### src/rtl/core_bus_arbiter.sv
// core_bus_arbiter: shares one memory bus between fetch and load/store, data first with bounded insn starvation.
// Define CORE_BUS_ARB_LOCK_EN to add data_lock, which keeps the bus on the data port for atomic sequences.
module core_bus_arbiter #(
   parameter int MAX_DATA_STREAK = 4
) (
   input  logic        clk,
   input  logic        rst_n,
   input  logic        insn_req,
   input  logic [29:0] insn_addr,
   output logic        insn_ready,
   output logic [31:0] insn_data,
   input  logic        data_req,
   input  logic        data_write,
   input  logic [29:0] data_addr,
   input  logic [31:0] data_wdata,
`ifdef CORE_BUS_ARB_LOCK_EN
   input  logic        data_lock,
`endif
   output logic        data_ready,
   output logic [31:0] data_rdata,
   output logic [29:0] bus_addr,
   output logic        bus_start,
   output logic        bus_write,
   input  logic        bus_ready,
   input  logic [31:0] bus_data_rd,
   output logic [31:0] bus_data_wr,
   output logic        bus_owner
);
   localparam int SW = (MAX_DATA_STREAK > 0) ? $clog2(MAX_DATA_STREAK + 1) : 1;
   localparam logic [SW-1:0] MAX_S = SW'(MAX_DATA_STREAK);
   typedef enum logic {IDLE, BUSY} state_t;
   state_t state_q, state_d;
   logic [SW-1:0] streak_q, streak_d;
   logic owner_q, owner_d, write_q, write_d, start_q, start_d;
   logic [29:0] addr_q, addr_d;
   logic [31:0] wdata_q, wdata_d;
   logic locked, insn_cand, force_insn, pick_data;
`ifdef CORE_BUS_ARB_LOCK_EN
   logic lock_q, lock_d;
   assign locked = lock_q & data_lock;
`else
   assign locked = 1'b0;
`endif
   // A held lock hides the fetch request entirely, so it neither wins nor advances the streak.
   assign insn_cand  = insn_req & ~locked;
   assign force_insn = (MAX_DATA_STREAK != 0) && (streak_q == MAX_S);
   assign pick_data  = data_req & ~(insn_cand & force_insn);
   always_comb begin
      state_d  = state_q;
      streak_d = streak_q;
      owner_d  = owner_q;
      addr_d   = addr_q;
      write_d  = write_q;
      wdata_d  = wdata_q;
      start_d  = 1'b0;
`ifdef CORE_BUS_ARB_LOCK_EN
      lock_d   = lock_q;
      if (state_q == IDLE && !data_lock) lock_d = 1'b0;
      if (state_q == BUSY && bus_ready && owner_q && data_lock) lock_d = 1'b1;
`endif
      if (state_q == IDLE && (data_req || insn_cand)) begin
         state_d  = BUSY;
         start_d  = 1'b1;
         owner_d  = pick_data;
         addr_d   = pick_data ? data_addr : insn_addr;
         write_d  = pick_data & data_write;
         wdata_d  = pick_data ? data_wdata : wdata_q;
         streak_d = locked ? streak_q
                  : (pick_data && insn_cand) ? ((streak_q == MAX_S) ? streak_q : streak_q + 1'b1)
                  : '0;
      end else if (state_q == BUSY && bus_ready) begin
         state_d = IDLE;
      end
   end
   always_ff @(posedge clk or negedge rst_n) begin
      if (!rst_n) begin
         state_q  <= IDLE;
         streak_q <= '0;
         owner_q  <= 1'b0;
         addr_q   <= '0;
         write_q  <= 1'b0;
         wdata_q  <= '0;
         start_q  <= 1'b0;
`ifdef CORE_BUS_ARB_LOCK_EN
         lock_q   <= 1'b0;
`endif
      end else begin
         state_q  <= state_d;
         streak_q <= streak_d;
         owner_q  <= owner_d;
         addr_q   <= addr_d;
         write_q  <= write_d;
         wdata_q  <= wdata_d;
         start_q  <= start_d;
`ifdef CORE_BUS_ARB_LOCK_EN
         lock_q   <= lock_d;
`endif
      end
   end
   assign bus_start   = start_q;
   assign bus_addr    = addr_q;
   assign bus_write   = write_q;
   assign bus_data_wr = wdata_q;
   assign bus_owner   = owner_q;
   assign insn_ready  = (state_q == BUSY) & ~owner_q & bus_ready;
   assign data_ready  = (state_q == BUSY) & owner_q & bus_ready;
   assign insn_data   = bus_data_rd;
   assign data_rdata  = bus_data_rd;
endmodule

### config.mk
export PLATFORM = sky130hd
export DESIGN_NAME = core_bus_arbiter
export DESIGN_NICKNAME = d
export VERILOG_FILES = /design/src/rtl/core_bus_arbiter.sv
export SDC_FILE = /design/constraint.sdc
export NUM_CORES = 1
export LEC_CHECK = 0
export BUFFER_PORTS_ARGS = -buffer_cell sky130_fd_sc_hd__buf_2
export CORE_AREA = 2 2 101 103
export DETAILED_ROUTE_END_ITERATION = 10
export DIE_AREA = 0 0 103 105
export PLACE_DENSITY_LB_ADDON = 0.25
export SETUP_SLACK_MARGIN = 0.4
export SYNTH_ARGS = -nofsm -noshare
export SYNTH_HDL_FRONTEND = slang
export SYNTH_SLANG_ARGS = --single-unit
### constraint.sdc
create_clock -name clk -period 5.23 [get_ports clk]
set_clock_uncertainty 0.05 [all_clocks]
set_input_delay 1.046 -clock clk [delete_from_list [all_inputs] [get_ports clk]]
set_output_delay 1.046 -clock clk [all_outputs]
set_load 0.02 [all_outputs]
=== Word level (Yosys, flattened, before mapping) ===
Cells that the tools add are included.

* Add/subtract/negate cells: 1
* $mul: 0
* Div/mod/pow operators: 0
* Magnitude comparators: 0
* Eq/ne operators: 2
* Shift operators: 0
* Mux-type cells: 6
* Bitwise gates (word level): 10
* Reduce and logical (&&, ||, !) cells: 7

{| class="wikitable"
|+ Operators with widths
! kind !! number
|-
| 30-bit 2-to-1 mux || 1
|-
| 1-bit AND || 7
|-
| 3-bit 2-to-1 mux || 2
|-
| 2-bit AND reduction || 2
|-
| 3-bit by 1-bit adder with 3-bit output, second input constant || 1
|-
| 3-bit equality test, second input constant || 1
|-
| 1-bit logical AND || 3
|-
| 1-bit 2-to-1 mux || 3
|-
| 1-bit NOT || 3
|-
| 2-bit inequality test, second input constant || 1
|-
| 2-bit nonzero test || 1
|-
| 1-bit logical OR || 1
|}

* Bits in registers: 69
* Latch bits: 0
* Memory bits (writable): 0
* ROM bits: 0
* Input port bits: 130
* Output and inout port bits: 131
* Logic and storage cells: 33
* Memories: 0

=== Logic depth before layout (Yosys ltp) ===
Gate-level depths: netlist of the first run.

* Depth in word-level cells: 7
* Mapped depth: 6
* Depth with buffers taken out: 5

=== Least setup slack after synthesis of the first run ===
Ideal clock, no wire load.

* Path type: input port to output port
* Start point: input port bus_ready
* End point: output port insn_ready
* Data arrival time: 1.391 ns
* Required time: 4.134 ns
* Path slack: 2.743 ns
* Cell stages on the path: 2
* Buffers on the path: 0
* Cell sequence: nand2_1 > nor2_1

* Longest elaborated chain between the ends: 1

{| class="wikitable"
|+ RTL lines
! element !! line !! RTL
|-
| start, declared || 24 || <nowiki>input logic bus_ready,</nowiki>
|-
| 1-bit AND || 105 || <nowiki>assign insn_ready = (state_q == BUSY) & ~owner_q & bus_ready;</nowiki>
|-
| end, declared || 10 || <nowiki>output logic insn_ready,</nowiki>
|}

Every way passes these cells.

=== Worst setup path after layout of the first run ===
* Start point: input port data_req
* End point: register wdata_q[17], in the netlist bus_data_wr[17]

* Longest elaborated chain between the ends: 3
* Elaborated cells between the ends (all ways): 4
* Classes of those cells: 1 x bitwise; 3 x reduce/logical

{| class="wikitable"
|+ RTL lines
! element !! line !! RTL
|-
| start, declared || 12 || <nowiki>input logic data_req,</nowiki>
|-
| 1-bit logical OR || 61 || <nowiki>if (state_q == IDLE && (data_req || insn_cand)) begin</nowiki>
|-
| 1-bit logical AND || 61 ||
|-
| 2-bit AND reduction (no line) * || n/a ||
|-
| end signal, assigned || 93 || <nowiki>wdata_q <= wdata_d;</nowiki>
|-
| end, declared || 36 || <nowiki>logic [31:0] wdata_q, wdata_d;</nowiki>
|}

Every way passes the cells marked *; elsewhere a longest branch is shown, timed or not.
A chain may end at the register's enable or synchronous reset.

==> run metrics, run 1 <==
GP Congestion 0.6928; Least-Margin Pin Slew 1138 ps; Synth cell types 24; Post-Syn Area 3452 µm²; fraction of registers with async set/reset 100.0%; maxcap violations 0; initial antenna violation count 0; # diodes 0; vias in the first global route 2842; Mapped Cells 303; Post-Syn Nets 435; first-pass GRT wire length 14440 µm; Site Rows 36; Primary FF master, synth dfrtp_1; Die Ht 105 µm; met2 Use GR 29.96%; total power 1.780 mW; Top delay family on crit path buffers and inverters; most used cell along the critical path buf_4; Detail Placement HPWL 7040 µm; top cell type's share of synthesized area 50.02%; cell taking the most area after synthesis dfrtp_1; Crit Path Class input port to flip-flop; Avg Vias per Cell 5.050; Reg2Reg Depth 6; # DRC 0; I/O Buffers 164; DRT Wirelength 9627 µm; remaining antenna violation count after routing 0; Required @ worst endpoint 5400 ps; Non-Filler Instances 535; Max Fclk 0.3460 GHz; clock transition at the registers of the reported paths 70 ps; CORE AREA 9639 µm²; cts repair resizes 0; Final Critical Period 2890 ps; maximum VDD drop 0.1880 mV; Crit path depth 6; Clk Latency, worst-skew pair 330 ps; die area 10820 µm²; Hold Path Class flip-flop to flip-flop; Final #Nets 529; CTS tree yes; clock sink count 69; pre-CTS WS 1981 ps; Die W 103 µm; Hold Vio Cnt, Final 0; Crit path arrival time 3060 ps; commonest non-fill, non-tap cells in the layout buf_2, dfrtp_1; layout cells sized above 1 53.98%; DRT iter0 DRCs 105; fin crit share 55.26%; Mapped Avg Cell Area 11.39 µm²; CP bufs+invs 4; Worst Setup SP data_req; crit-path cells buf_2 > inv_1 > buf_4 > nor3_4 > buf_4 > mux2_2; crit path capture bus_data_wr[17]; Root Buffer clkbuf_8; IO Pins 261; Post-CTS Hold Fix Bufs 0; H-tree levels 3; outcome complete, no violations; Rel. slew slack 24.05%; Critical Path Start Type input port; met1 Use GR 19.12%; placed insts 519; Slowest-stage cell, CP buf_2; reg2reg end bus_data_wr[17]; gr busiest metal met2; Total GRT Usage 17.41%; Power per Cell Area 430.6 nW/µm²; synthesis warning total 0; crit-path max FO 34; TritonRoute pass-1 iters 4; global routing usage on met3 6.823%; total CTS buffers 9; largest net degree at the start of global routing 65; R2R Setup Slk 2870 ps; unrepaired setup endpoints after global routing false; area grow syn2layout 19.72%; #FFs+latches synth 69; post-CTS setup buffer count 0; Static Leakage 1.971 nW; Post-synth EDFFs 0; setup ws final 2340 ps; Slew Viols, Final 0; gr ovfl total 0; CP Capture Type flip-flop; post-route setup TNS 0 ps; Critical R2R Launch streak_q[0]; Setup-failing EPs final 0; synth top area cells dfrtp_1, buf_4, mux2_2, a2bb2oi_1, a31oi_1; Initial Util 35.81%; slowest stage delay, CP 510 ps; CTS max path bufs 2; most common cell after layout, fill and taps aside buf_2; routed length per placed instance 17.99 µm; vias 2702; post-synthesis sequential area ratio 50.02%
-- layer usage --
metal | wire length [µm] | share of wire, %
met1 | 3455 | 36
met2 | 4842 | 50
met3 | 1162 | 12
met4 | 165 | 1.7
met5 | 0 | 0
-- area by class of cell --
type	count	area, µm²
Fill cell	1015	5507
Sequential cell	69	1727
Multi-Input combinational cell	144	1117
Timing Repair Buffer	169	858.3
Tap cell	133	166.4
Clock buffer	11	141.4
Clock inverter	5	107.6
Inverter	4	15.01
-- flip-flops by register name, summed over array words and instances, names as in the netlist --
register	flops
state_q	1
streak_q	3
bus_data_wr	32
bus_write	1
bus_start	1
bus_owner	1
bus_addr	30
-- worst register-to-register path, delay by kind of cell (launching register included) --
kind / cells / cell delay [ps]
AND/OR/NAND/NOR: 2 / 770
flip-flops: 1 / 350
buffers and inverters: 2 / 460
multiplexers: 1 / 400
adder cells (fa/ha/maj): 1 / 220
-- cells by family (layout without fill, tap and decap cells) --
group,Yosys count,in the layout,share of synthesized area [%]
flip-flops,69,69,50.02
buffers and inverters,90,189,17.61
AND/OR/NAND/NOR,13,13,2.066
multiplexers,32,32,10.44
AO/OA/AOI/OAI,97,97,19.14
adder cells (fa/ha/maj),2,2,0.7248
-- how the worst min path moves through the flow --
| stage | from | end | slack [ps] | cells past startpoint |
|---|---|---|---|---|
| global route | rst_n | bus_data_wr[13] | 450 | 1 |
| detailed placement | bus_data_wr[4] | bus_data_wr[4] | 430 | 1 |
| CTS | rst_n | bus_data_wr[13] | 440 | 1 |
| global placement | bus_data_wr[4] | bus_data_wr[4] | 420 | 1 |
| floorplan | streak_q[2] | streak_q[2] | 470 | 1 |
| finish | bus_data_wr[4] | bus_data_wr[4] | 450 | 1 |
-- where the power goes --
part | total, mW | internal [mW] | switching, mW
Clock | 0.540 | 0.332 | 0.208
Sequential | 0.718 | 0.653 | 0.0658
Combinational | 0.522 | 0.223 | 0.299
-- synthesized netlist by cell type, types with 2 or more instances --
master / n
ha_1: 2
inv_1: 4
a31oi_1: 30
o22ai_1: 2
mux2_1: 2
a2bb2oi_1: 30
nor2_1: 3
mux2_2: 30
a22o_1: 2
buf_6: 3
dfrtp_1: 69
clkbuf_1: 15
nand2_1: 5
buf_2: 3
o21ai_0: 30
buf_4: 65
-- per-stage QoR --
step           cell area (µm²)  utilization (%)  hold slack, ps
6_report                  4133            42.87           450.2
5_1_grt                   4133            42.87           450.2
4_1_cts                   4133            42.87           439.4
2_1_floorplan             3452                -           473.8
3_5_place_dp              3884            40.29           429.2
3_3_place_gp              3884            40.29           415.5
Power figures use the tool's default switching activity.
==> run 2: changes to the inputs <==
--- a/config.mk
+++ b/config.mk
@@ -6,9 +6,9 @@
 export NUM_CORES = 1
 export LEC_CHECK = 0
 export BUFFER_PORTS_ARGS = -buffer_cell sky130_fd_sc_hd__buf_2
-export CORE_AREA = 2 2 101 103
+export CORE_AREA = 2 2 102 104
 export DETAILED_ROUTE_END_ITERATION = 10
-export DIE_AREA = 0 0 103 105
+export DIE_AREA = 0 0 104 106
 export PLACE_DENSITY_LB_ADDON = 0.25
 export SETUP_SLACK_MARGIN = 0.4
 export SYNTH_ARGS = -nofsm -noshare
==> constraint.sdc (replaced) <==
create_clock -name clk -period 2.8 [get_ports clk]
set_clock_uncertainty 0.05 [all_clocks]
set_input_delay 0.56 -clock clk [delete_from_list [all_inputs] [get_ports clk]]
set_output_delay 0.56 -clock clk [all_outputs]
set_load 0.02 [all_outputs]
==> run metrics, run 2 (synthesis gave the netlist of run 1 again) <==
H-tree levels 3; total CTS buffers 9; Slew Viols, Final 0; I/O Buffers 164; TritonRoute pass-1 iters 4; Die W 104 µm; Die Ht 106 µm; unrepaired setup endpoints after global routing false; DRT iter0 DRCs 108; # DRC 0; Rel. slew slack 54.33%; CORE AREA 10000 µm²; CTS tree yes; Static Leakage 1.987 nW; Max Fclk 0.5148 GHz; number of flip-flops under the largest register name 32; CTS max path bufs 2; vias 2694; DRT Wirelength 9946 µm; Crit Path Class flip-flop to flip-flop; CP bufs+invs 2; Least-Margin Pin Slew 685.0 ps; crit-path max FO 33; Initial Util 34.52%; largest net degree at the start of global routing 44; fin crit share 69.38%; Clk Latency, worst-skew pair 340 ps; first-pass GRT wire length 15890 µm; total power 3.227 mW; GP Congestion 0.7133; slowest stage delay, CP 390 ps; gr ovfl total 0; # diodes 0; Top delay family on crit path buffers and inverters; clock sink count 69; vias in the first global route 2987; Final #Nets 532; Hold Path Class input port to asynchronous set/reset pin; IO Pins 261; Final Cell Area 4167 µm²; Total GRT Usage 18.34%; Final Critical Period 1943 ps; layout cells sized above 1 54.57%; Critical Path Start Type flip-flop; commonest non-fill, non-tap cells in the layout buf_2, dfrtp_1; initial antenna violation count 0; Avg Vias per Cell 4.980; Slowest-stage cell, CP buf_4; Detail Placement HPWL 7231 µm; maximum VDD drop 0.3798 mV; CP Capture Type flip-flop; Setup-failing EPs final 0; clock transition at the registers of the reported paths 70 ps; post-CTS setup buffer count 0; most common cell after layout, fill and taps aside buf_2; post-route setup TNS 0 ps; crit-path cells inv_1 > ha_1 > and3_2 > nor3_4 > buf_4 > mux2_2; outcome complete, no violations; routed length per placed instance 18.38 µm; Required @ worst endpoint 2980 ps; cts repair resizes 0; remaining antenna violation count after routing 0; Root Buffer clkbuf_8; Post-CTS Hold Fix Bufs 0; Hold Vio Cnt, Final 0; area grow syn2layout 20.70%; die area 11020 µm²; Power per Cell Area 774.6 nW/µm²; Cell Area, Placed 3943 µm²; Site Rows 37; maxcap violations 0; Crit path arrival time 2130 ps
## run 2: changes by cell type in the layout (fill, tap and decap cells not counted), sizes merged
cell / change
buf: +3
clkbuf: -1
clkinv: +1
clkinvlp: +1
bufinv: -1
## run 2: path summary, 6_finish.rpt
path                                     start              end  slack, ps  depth (start not counted)
worst max-delay path               streak_q[0]  bus_data_wr[25]        860                          6
max in group asynchronous                rst_n      bus_addr[4]       1840                          2
worst min-delay path                     rst_n  bus_data_wr[10]        200                          1
worst max register to register     streak_q[0]  bus_data_wr[25]        860                          6
worst min register to register  bus_data_wr[4]   bus_data_wr[4]        440                          1
min in group clk                    data_write        bus_write        380                          2
## run 2: layout make-up
type / instances / area [µm²]
clock buffer: 10 / 137.6
clock inverter: 6 / 86.33
fill: 1004 / 5833
inverter: 4 / 15.01
multi-input combinational: 144 / 1125
sequential: 69 / 1727
tap: 136 / 170.2
timing repair buffer: 172 / 905.9
## run 2: per-stage QoR
stage	std cells	worst slack [ps]	utilization [%]	hold WS [ps]
floorplan	303	1032	-	214.4
global placement	525	773.9	39.43	413.0
detailed placement	525	761.8	39.43	424.6
CTS	541	820.3	41.67	211.4
global route	541	735.0	41.67	239.6
finish	541	857.5	41.67	202.0
## run 2: routing by layer
layer	vias up	wire length [µm]	global-route usage [%]	share of wire, %
li1	1225	-	-	-
met1	1278	3604	19.71	36
met2	173	5008	31.91	50
met3	18	1071	7.112	11
met4	0	262	8.398	2.6
met5	-	0	0.4762	0
## run 2: where the power goes
group          switching, mW  internal, mW  total, mW
clock                  0.382         0.524      0.906
sequential             0.119          1.22       1.34
combinational          0.562         0.421      0.983
